===== config.mk =====
export PLATFORM = sky130hd
export DESIGN_NAME = iscbdiv_sched
export DESIGN_NICKNAME = d
export VERILOG_FILES = /design/src/rtl/iscbdiv_sched.sv
export SDC_FILE = /design/constraint.sdc
export NUM_CORES = 1
export LEC_CHECK = 0
export CAP_MARGIN = 30
export CORE_MARGIN = 5
export CORE_UTILIZATION = 54
export CTS_CLUSTER_DIAMETER = 50
export CTS_CLUSTER_SIZE = 16
export DETAILED_ROUTE_END_ITERATION = 10
export MAX_ROUTING_LAYER = met4
export PLACE_DENSITY = 0.9
export SYNTH_ARGS = -nofsm -noshare
export SYNTH_HDL_FRONTEND = slang
export SYNTH_SLANG_ARGS = --single-unit

===== constraint.sdc =====
create_clock -name clk -period 9.1 [get_ports clk]
set_input_delay 2.73 -clock clk [delete_from_list [all_inputs] [get_ports clk]]
set_output_delay 2.73 -clock clk [all_outputs]
set_load 0.05 [all_outputs]

===== src/rtl/iscbdiv_sched.sv =====
// Round-robin scheduler that time-shares one in-stream correlation divider among
// NREQ requesters: flush, warm-up, count quotient ones over a window, report.
module iscbdiv_sched #(
  parameter int NREQ   = 4,
  parameter int LEN_W  = 8,
  parameter int WARMUP = 2   // synchronizer depth; must be >= 1
) (
  input  logic                     clk,
  input  logic                     rst,
  input  logic [NREQ-1:0]          req,
  input  logic [NREQ-1:0]          sel_in,
  input  logic [NREQ*LEN_W-1:0]    len_in,
  input  logic [NREQ-1:0]          dividend_in,
  input  logic [NREQ-1:0]          divisor_in,
  output logic [NREQ-1:0]          grant,
  output logic                     stream_en,
  output logic                     div_rst_n,
  output logic                     div_sel,
  output logic                     div_dividend,
  output logic                     div_divisor,
  input  logic                     div_quotient,
  output logic                     done,
  output logic [$clog2(NREQ)-1:0]  done_id,
  output logic [LEN_W-1:0]         result
);

  localparam int IDX_W  = $clog2(NREQ);
  localparam int WARM_W = $clog2(WARMUP + 1);
  localparam int CNT_W  = (LEN_W > WARM_W) ? LEN_W : WARM_W;

  typedef enum logic [2:0] {
    S_IDLE,
    S_FLUSH,
    S_WARM,
    S_RUN,
    S_DONE
  } state_e;

  state_e            state_q, state_d;
  logic [NREQ-1:0]   grant_q, grant_d;
  logic [IDX_W-1:0]  owner_q, owner_d;
  logic [IDX_W-1:0]  rr_q, rr_d;
  logic              sel_q, sel_d;
  logic [LEN_W-1:0]  len_q, len_d;
  logic [CNT_W-1:0]  cnt_q, cnt_d;
  logic [LEN_W-1:0]  acc_q, acc_d;
  logic [IDX_W-1:0]  done_id_q, done_id_d;
  logic [LEN_W-1:0]  result_q, result_d;

  logic              arb_hit;
  logic [IDX_W-1:0]  arb_idx;
  logic [IDX_W-1:0]  cand;
  logic [LEN_W-1:0]  len_pick;

  function automatic logic [IDX_W-1:0] inc_wrap(input logic [IDX_W-1:0] v);
    return (v == IDX_W'(NREQ - 1)) ? '0 : v + IDX_W'(1);
  endfunction

  // Round-robin search: walk from the pointer, first asserted request wins.
  // NOTE: every variable written in a combinational block gets a default first,
  // otherwise a path that skips the assignment infers a latch.
  always_comb begin
    arb_hit  = 1'b0;
    arb_idx  = '0;
    cand     = rr_q;
    len_pick = '0;
    for (int i = 0; i < NREQ; i++) begin
      if (!arb_hit && req[cand]) begin
        arb_hit = 1'b1;
        arb_idx = cand;
      end
      cand = inc_wrap(cand);
    end
    for (int i = 0; i < NREQ; i++) begin
      if (arb_idx == IDX_W'(i)) len_pick = len_in[i*LEN_W +: LEN_W];
    end
  end

  always_comb begin
    state_d   = state_q;
    grant_d   = grant_q;
    owner_d   = owner_q;
    rr_d      = rr_q;
    sel_d     = sel_q;
    len_d     = len_q;
    cnt_d     = cnt_q;
    acc_d     = acc_q;
    done_id_d = done_id_q;
    result_d  = result_q;

    unique case (state_q)
      S_IDLE: ;
      S_FLUSH: begin
        state_d = S_WARM;
        cnt_d   = '0;
        acc_d   = '0;
      end
      S_WARM: begin
        if (cnt_q == CNT_W'(WARMUP - 1)) begin
          cnt_d = '0;
          if (len_q == '0) begin
            state_d   = S_DONE;
            result_d  = '0;
            done_id_d = owner_q;
          end else begin
            state_d = S_RUN;
          end
        end else begin
          cnt_d = cnt_q + CNT_W'(1);
        end
      end
      S_RUN: begin
        acc_d = acc_q + LEN_W'(div_quotient);
        if (cnt_q == CNT_W'(len_q) - CNT_W'(1)) begin
          state_d   = S_DONE;
          result_d  = acc_q + LEN_W'(div_quotient);
          done_id_d = owner_q;
        end else begin
          cnt_d = cnt_q + CNT_W'(1);
        end
      end
      S_DONE: begin
        state_d = S_IDLE;
        grant_d = '0;
      end
      default: state_d = S_IDLE;
    endcase

    // Requests are only looked at between jobs; DONE chains straight into FLUSH.
    if (arb_hit && (state_q == S_IDLE || state_q == S_DONE)) begin
      state_d = S_FLUSH;
      grant_d = {{(NREQ-1){1'b0}}, 1'b1} << arb_idx;
      owner_d = arb_idx;
      rr_d    = inc_wrap(arb_idx);
      sel_d   = sel_in[arb_idx];
      len_d   = len_pick;
    end
  end

  // NOTE: sequential state uses non-blocking assignments so every register
  // samples the pre-edge values, independent of statement order.
  always_ff @(posedge clk) begin
    if (rst) begin
      state_q   <= S_IDLE;
      grant_q   <= '0;
      owner_q   <= '0;
      rr_q      <= '0;
      sel_q     <= 1'b0;
      len_q     <= '0;
      cnt_q     <= '0;
      acc_q     <= '0;
      done_id_q <= '0;
      result_q  <= '0;
    end else begin
      state_q   <= state_d;
      grant_q   <= grant_d;
      owner_q   <= owner_d;
      rr_q      <= rr_d;
      sel_q     <= sel_d;
      len_q     <= len_d;
      cnt_q     <= cnt_d;
      acc_q     <= acc_d;
      done_id_q <= done_id_d;
      result_q  <= result_d;
    end
  end

  // Divider inputs are forced low outside WARM/RUN so the flush sees clean zeros.
  assign grant        = grant_q;
  assign stream_en    = (state_q == S_WARM) || (state_q == S_RUN);
  assign div_rst_n    = !rst && (state_q != S_FLUSH);
  assign div_sel      = sel_q;
  assign div_dividend = stream_en & |(dividend_in & grant_q);
  assign div_divisor  = stream_en & |(divisor_in & grant_q);
  assign done         = (state_q == S_DONE);
  assign done_id      = done_id_q;
  assign result       = result_q;

endmodule


# After elaboration in Yosys (flattened, before gate mapping)
# Index checks and enable logic that the tools add are counted.
dict set report word_totals {
  ff_bits 46
  input_bits 51
  out_inout_bits 20
  word_cells 119
}
dict set report op_classes {
  addsub 7
  magnitude_cmp 5
  eq_ne 20
  shifts 1
  n_mux 45
  bitwise_logic 5
  reduce_logical 25
}
# operator count
set ops {}
lappend ops {{$mux W8} 9}
lappend ops {{$pmux W8 S2} 2}
lappend ops {{$pmux W8 S3} 1}
lappend ops {{$mux W2} 11}
lappend ops {{$lt A2 B3 Y1 const B} 5}
lappend ops {{$pmux W3 S4} 1}
lappend ops {{$bmux W1 S2} 5}
lappend ops {{$eq A2 B2 Y1 const B} 5}
lappend ops {{$mux W1} 10}
lappend ops {{$mux W3} 3}
lappend ops {{$add A2 B1 Y2 const B} 4}
lappend ops {{$add A8 B1 Y8} 1}
lappend ops {{$add A8 B1 Y8 const B} 1}
lappend ops {{$and A4 B4 Y4} 2}
lappend ops {{$eq A8 B1 Y1 const B} 1}
lappend ops {{$eq A8 B8 Y1} 1}
lappend ops {{$logic_not A8 Y1} 1}
lappend ops {{$mux W4} 2}
lappend ops {{$ne A2 B2 Y1 const B} 4}
lappend ops {{$reduce_or A4 Y1} 2}
lappend ops {{$sub A8 B1 Y8 const B} 1}
lappend ops {{$eq A3 B2 Y1 const B} 2}
lappend ops {{$ne A3 B3 Y1 const B} 2}
lappend ops {{$reduce_and A3 Y1} 2}
lappend ops {{other kinds (19)} 30}

# Longest topological paths before layout
# Gate-level depths: netlist of the first run.
dict set report logic_depth {
  word_depth 17
  depth_mapped 17
  depth_no_buf 15
}

# Worst setup path before layout of the first run
# Ideal clock, no wire load.
dict set report synth_path {
  path_type {in2out}
  start {input rst}
  end {output div_rst_n}
  arrival_ns 3.690
  required_ns 6.370
  setup_slack_ns 2.680
  path_stages 2
  path_buffers 1
  cell_sequence {clkbuf_1 -> a21oi_1}
}
dict set report synth_between {
  elab_chain_len 2
}
# item line
set synth_lines {}
lappend synth_lines {{from (decl)} 9} ;# input logic rst,
lappend synth_lines {{$logic_not A1 Y1} 171} ;# assign div_rst_n = !rst && (state_q != S_FLUSH);
lappend synth_lines {{$logic_and A1 B1 Y1} 171}
lappend synth_lines {{to (decl)} 17} ;# output logic div_rst_n,
# No other way between the ends.

# Worst setup path after layout of the first run
# Ends and elaborated chain as after synthesis.

==> run metrics, run 1 <==
XOR/XNOR Fraction of Synth Area=4.49%; global route total overflow=0; Clk Tree Root Cell=clkbuf_8; core area=5170 sq um; Synth cell types=55; DRT iter0 DRCs=138; Worst Skew=0.0105 ns; Fmax achieved=0.142 GHz; main area contributors after synthesis=dfxtp_1 (31%), nor2_1 (7.1%), a21oi_1 (6.5%); total number of vias=2,909; synth warn=0; IR Drop Worst-Case VDD=0.000222 V; clk sinks=46; share of cells above drive strength 1=5.07%; ant diodes=0; mux cell area share after synthesis=5.95%; most frequent cells after synthesis=nor2_1 (55), dfxtp_1 (46), a21oi_1 (38), nand2_1 (27); pin count of the biggest net entering global routing=34; via density per instance=5.77; H-tree depth=2; Post-Route WL=6940 microns; area leader, netlist=dfxtp_1; first-pass GRT wire length=12,000 microns; synthesized flop and latch total=46; Post-CTS Resized=0; CTS max path bufs=2; post-CTS setup buffers=0; Port Buffers=70; CTS tree=done; fin. max-slew vios=0; Max FO, Critical Path=33; CTS buffer count=5; CP arrival=4.32 ns; main combinational cell family by area after synthesis=compound AO/OA/AOI/OAI gates; Top-Level Pins=71; Die ar.=6990 sq um; post-DP HPWL=5300 microns; leak pwr=1.40 nW; Die H=83.6 microns; Startpoint Class=input port; dominant synthesized flop cell=dfxtp_1; total number of placement rows=26; Adder-Cell Fraction of Synth Area=5.05%; Post-synth EDFFs=0; RSZ-0062 raised after global routing=no; Tightest Pin Transition=0.994 ns; Final setup violation count=0; Placer Congestion=0.876; post-synthesis sequential area ratio=31.5%; pre-CTS setup slack=2.04 ns; Clk Latency, worst-skew pair=0.30 ns; outcome=finished clean; hold_buf cts=0; gr usage total=20.8%; Die X=83.6 microns; final hold vios=0; Hold WC Path Type=reg2reg; router iterations before antenna repair=4; vias in the first global route=2,717; top-area cell type share of the netlist area=31.5%; TNS Setup=0 ns; CTS clk-pin slew, worst paths=0.09 ns; Crit Path Class=in2out; initial antenna violation count=0; nets=495; Worst slew margin=33.8%; DR DRC count=0; post-synthesis compound-gate area fraction=25.3%; post-route ant nets=0; Worst EP required=6.37 ns; CP Capture Type=primary output; max-cap viol count=0; area grow syn2layout=27.6%; syn_area_per_cell=7.80 sq um; final setup margin=2.05 ns; cell count after synthesis=375; Tmin final=7.05 ns; count leader, synth=nor2_1; Initial Utilization=56.5%; DR WL/cell=13.8 microns; power per cell area=280 nW/um^2; Synth Area in Simple Gates=22.5%; fin crit share=77.5%; fraction of registers with async set/reset=0%; post-synth net total=437; Post-Syn Area=2920 sq um
==> worst paths after layout <==
kind	start	end	slack, ns	cells past startpoint
setup / recovery	rst	div_rst_n	2.05	4
hold / removal	acc_q[0]$_SDFFE_PP0P_	acc_q[0]$_SDFFE_PP0P_	0.46	2
setup reg to reg	rr_q[0]$_SDFFE_PP0P_	len_q[5]$_SDFFE_PP0P_	5.03	15
hold reg to reg	acc_q[0]$_SDFFE_PP0P_	acc_q[0]$_SDFFE_PP0P_	0.46	2
==> sequential cells by signal, indices dropped and copies added, names as in the netlist <==
| signal | cells |
|---|---|
| result | 8 |
| cnt_q | 8 |
| acc_q | 8 |
| rr_q | 2 |
| owner_q | 2 |
| grant | 4 |
| div_sel | 1 |
| len_q | 8 |
| done_id | 2 |
| state_q | 3 |
==> where the power goes <==
group          switching, mW  leakage [nW]  internal, mW
Combinational          0.363         0.985         0.259
Clock                 0.0674        0.0452        0.0542
Sequential            0.0585         0.375         0.241
==> area by class of cell <==
cell class / count / area (sq um)
clock buffers: 6 / 72.6
clock inverters: 2 / 13.8
multi-input cells: 289 / 1850
well taps: 70 / 87.6
fillers: 414 / 1440
repair buffers: 72 / 716
inverters: 19 / 71.3
flip-flops and latches: 46 / 921
==> metrics by stage <==
stage | hold WS (ns) | total power [mW] | area [sq um] | std cells | utilization, %
3_3_place_gp | 0.446 | 0.901 | 3640 | 496 | 70.5
2_1_floorplan | 0.436 | 0.781 | 2920 | 375 | -
6_report | 0.464 | 1.04 | 3730 | 504 | 72.1
5_1_grt | 0.496 | 1.14 | 3730 | 504 | 72.1
4_1_cts | 0.470 | 1.04 | 3730 | 504 | 72.1
3_5_place_dp | 0.458 | 0.921 | 3640 | 496 | 70.5
==> cell usage in the layout, fill, tap and decap left out, types with 4 or more instances in the layout <==
cell type        instances
or3_1                    4
clkdlybuf4s50_1         70
ha_1                    11
a211oi_1                10
nor2b_1                  4
mux2i_1                 14
a21oi_1                 38
xnor2_1                  7
nand2_1                 27
o22ai_1                  5
dfxtp_1                 46
o21ai_0                 11
a31oi_1                  5
a22oi_1                 13
nand3b_1                 5
xor2_1                   8
clkbuf_8                 5
nor3_1                   8
nor2_1                  55
inv_1                   19
nand3_1                 12
==> worst max-delay path, stage by stage <==
cell	delay [ns]
clkdlybuf4s50_1	0.40
buf_4	0.24
a21oi_1	0.14
clkdlybuf4s50_1	0.81
==> cells by family (layout without fill, tap and decap cells) <==
logic type,count (synthesis),after routing
DFF,46,46
xor gates and xnor gates,15,15
muxes,16,16
AOI/OAI and AO/OA,110,110
and+or+nand+nor,136,136
adders and majority gates,12,12
buffers and inverters,40,99
==> per-layer routing <==
metal	vias to the layer above	wire, microns	GRT usage [%]
met4	0	80	7.75
met5	-	0	-
li1	1478	-	-
met3	7	429	3.26
met2	92	3350	33.8
met1	1332	3080	25.9
No activity file was read; power rests on OpenSTA's default activity.
==> run 2, diff against run 1 <==
--- a/config.mk
+++ b/config.mk
@@ -7,12 +7,12 @@
 export LEC_CHECK = 0
 export CAP_MARGIN = 30
 export CORE_MARGIN = 5
-export CORE_UTILIZATION = 54
+export CORE_UTILIZATION = 50
 export CTS_CLUSTER_DIAMETER = 50
 export CTS_CLUSTER_SIZE = 16
 export DETAILED_ROUTE_END_ITERATION = 10
 export MAX_ROUTING_LAYER = met4
-export PLACE_DENSITY = 0.9
+export PLACE_DENSITY = 0.85
 export SYNTH_ARGS = -nofsm -noshare
 export SYNTH_HDL_FRONTEND = slang
 export SYNTH_SLANG_ARGS = --single-unit
==> constraint.sdc (replaced) <==
create_clock -name clk -period 6.9 [get_ports clk]
set_input_delay 2.07 -clock clk [delete_from_list [all_inputs] [get_ports clk]]
set_output_delay 2.07 -clock clk [all_outputs]
set_load 0.05 [all_outputs]
==> run metrics, run 2 (synthesized netlist as in run 1, its figures left out) <==
Initial Utilization=52.1% (-4.4 points); most frequent cells in the layout=clkdlybuf4s50_1 (70), nor2_1 (55), dfxtp_1 (46), a21oi_1 (38), nand2_1 (27); gr usage total=19.4% (-1.3 points); Die X=86.5 microns (+3.5%); Top-Level Pins=71 (unchanged); via density per instance=5.69 (-1.4%); max-cap viol count=0 (unchanged); met2 WL=3220 microns (-4.0%); final hold vios=0 (unchanged); Metal-1 WL=3140 microns (+2.0%); area grow syn2layout=29.3%; total number of placement rows=27 (+3.8%); global route total overflow=0 (unchanged); Worst EP required=4.83 ns (-1.54 ns); TNS Setup=0 ns (unchanged); H-tree depth=2 (unchanged); Worst Skew=0.00349 ns (-0.00699 ns); Max stage delay on crit path=0.83 ns (+0.02 ns); Fmax achieved=0.176 GHz; Die H=86.5 microns (+3.5%); WP buf/inv=2 (-1); router iterations before antenna repair=4 (unchanged); Clk Tree Root Cell=clkbuf_8; Clk Latency, worst-skew pair=0.30 ns (about the same); ant diodes=0 (unchanged); post-DP HPWL=5260 microns (-0.78%); DRT iter0 DRCs=223 (+62%); CTS clk-pin slew, worst paths=0.08 ns (about the same); Worst slew margin=54.0% (+20 points); Crit Path Class=in2out; Port Buffers=70 (unchanged); Post-Route WL=6920 microns (-0.30%); Worst path most repeated cell=clkdlybuf4s50_1; final setup margin=1.22 ns (-0.827 ns); Die ar.=7480 sq um (+7.0%); CTS max path bufs=2 (unchanged); fin crit share=82.3%; CP delay by family, top=buffers and inverters; IR Drop Worst-Case VDD=0.000303 V (+36%); CTS buffer count=5 (unchanged); nets=496 (+0.20%); Startpoint Class=input port; post-route ant nets=0 (unchanged); CTS tree=done; post-CTS setup buffers=0 (unchanged); hold_buf cts=0 (unchanged); first-pass GRT wire length=11,800 microns (-1.5%); Post-CTS Resized=0 (unchanged); leak pwr=1.43 nW (+1.6%); CP arrival=3.61 ns (-0.71 ns); Max FO, Critical Path=1 (-97%); vias in the first global route=2,684 (-1.2%); crit-path cells=clkdlybuf4s50_1 > a22oi_1 > a21oi_1 > clkdlybuf4s50_1; RSZ-0062 raised after global routing=no; DR WL/cell=13.6 microns (-0.89%); # fillers=480 (+16%); core area=5610 sq um (+8.4%); fin. max-slew vios=0 (unchanged); uppermost routed layer=met4; Tmin final=5.68 ns; outcome=finished clean; DR DRC count=0 (unchanged); Placer Congestion=0.868 (-0.84%); Tightest Pin Transition=0.690 ns (-0.303 ns); CP Capture Type=primary output; Hold WC Path Type=reg2reg; total number of vias=2,886 (-0.79%); Final setup violation count=0 (unchanged); commonest non-fill, non-tap cell in the layout=clkdlybuf4s50_1; initial antenna violation count=0 (unchanged); pin count of the biggest net entering global routing=33 (-2.9%); Slowest cell on crit path=clkdlybuf4s50_1; power per cell area=375 nW/um^2 (+34%); share of cells above drive strength 1=5.52% (+0.45 points); clk sinks=46 (unchanged); pre-CTS setup slack=1.23 ns (-0.809 ns); WL met3=450 microns (+4.9%)
[run 2: cell count changes in the layout (fill, tap and decap cells not counted)]
cell	before	now
clkinv_2	1	0
clkbuf_1	1	0
buf_16	0	1
clkbuf_8	5	7
[run 2: worst paths after layout]
path / startpoint / endpoint / slack [ns] / cells after the start
max: divisor_in[0] / div_divisor / 1.22 / 4
min: result[4]$_SDFFE_PP0P_ / result[4]$_SDFFE_PP0P_ / 0.47 / 2
max reg2reg: rr_q[0]$_SDFFE_PP0P_ / len_q[2]$_SDFFE_PP0P_ / 2.92 / 15
min reg2reg: result[4]$_SDFFE_PP0P_ / result[4]$_SDFFE_PP0P_ / 0.47 / 2
[run 2: where the power goes]
part	internal [mW]	switching [mW]	total, mW	leakage [nW]
logic	0.362	0.480	0.842	0.998
registers	0.318	0.0758	0.394	0.375
clock network	0.0918	0.0912	0.183	0.0544
[run 2: worst reg2reg max path, delay by kind of cell (launching register included)]
family,cells,cell delay (ns)
compound gates,8,1.33
fa+ha+maj,2,0.76
buf+inv,1,0.14
flops,1,0.56
simple gates,4,1.11
[run 2: metal layers]
layer	vias up	global-route usage, %
met4	0	4.96
met2	105	31.4
li1	1474	-
met1	1298	25.2
met5	-	-
met3	9	3.23
[run 2: stage by stage]
| stage | utilization [%] | total power [mW] | hold WS [ns] | cells | cell area (sq um) |
|---|---|---|---|---|---|
| finish | 67.4 | 1.42 | 0.472 | 507 | 3780 |
| floorplan | - | 1.03 | 0.436 | 375 | 2920 |
| global placement | 65.0 | 1.19 | 0.445 | 498 | 3650 |
| CTS | 66.9 | 1.39 | 0.475 | 506 | 3750 |
| global route | 67.4 | 1.55 | 0.502 | 507 | 3780 |
| detailed placement | 65.0 | 1.21 | 0.462 | 498 | 3650 |
[run 2: final cells by class]
class                      count  area, sq um  area share [%]
clock inverter                 1         8.76           0.232
timing repair buffer          73          743            19.7
multi-input combinational    289         1850            48.9
clock buffer                   7         96.3            2.55
sequential                    46          921            24.4
inverter                      19         71.3            1.89
tap                           72         90.1            2.38
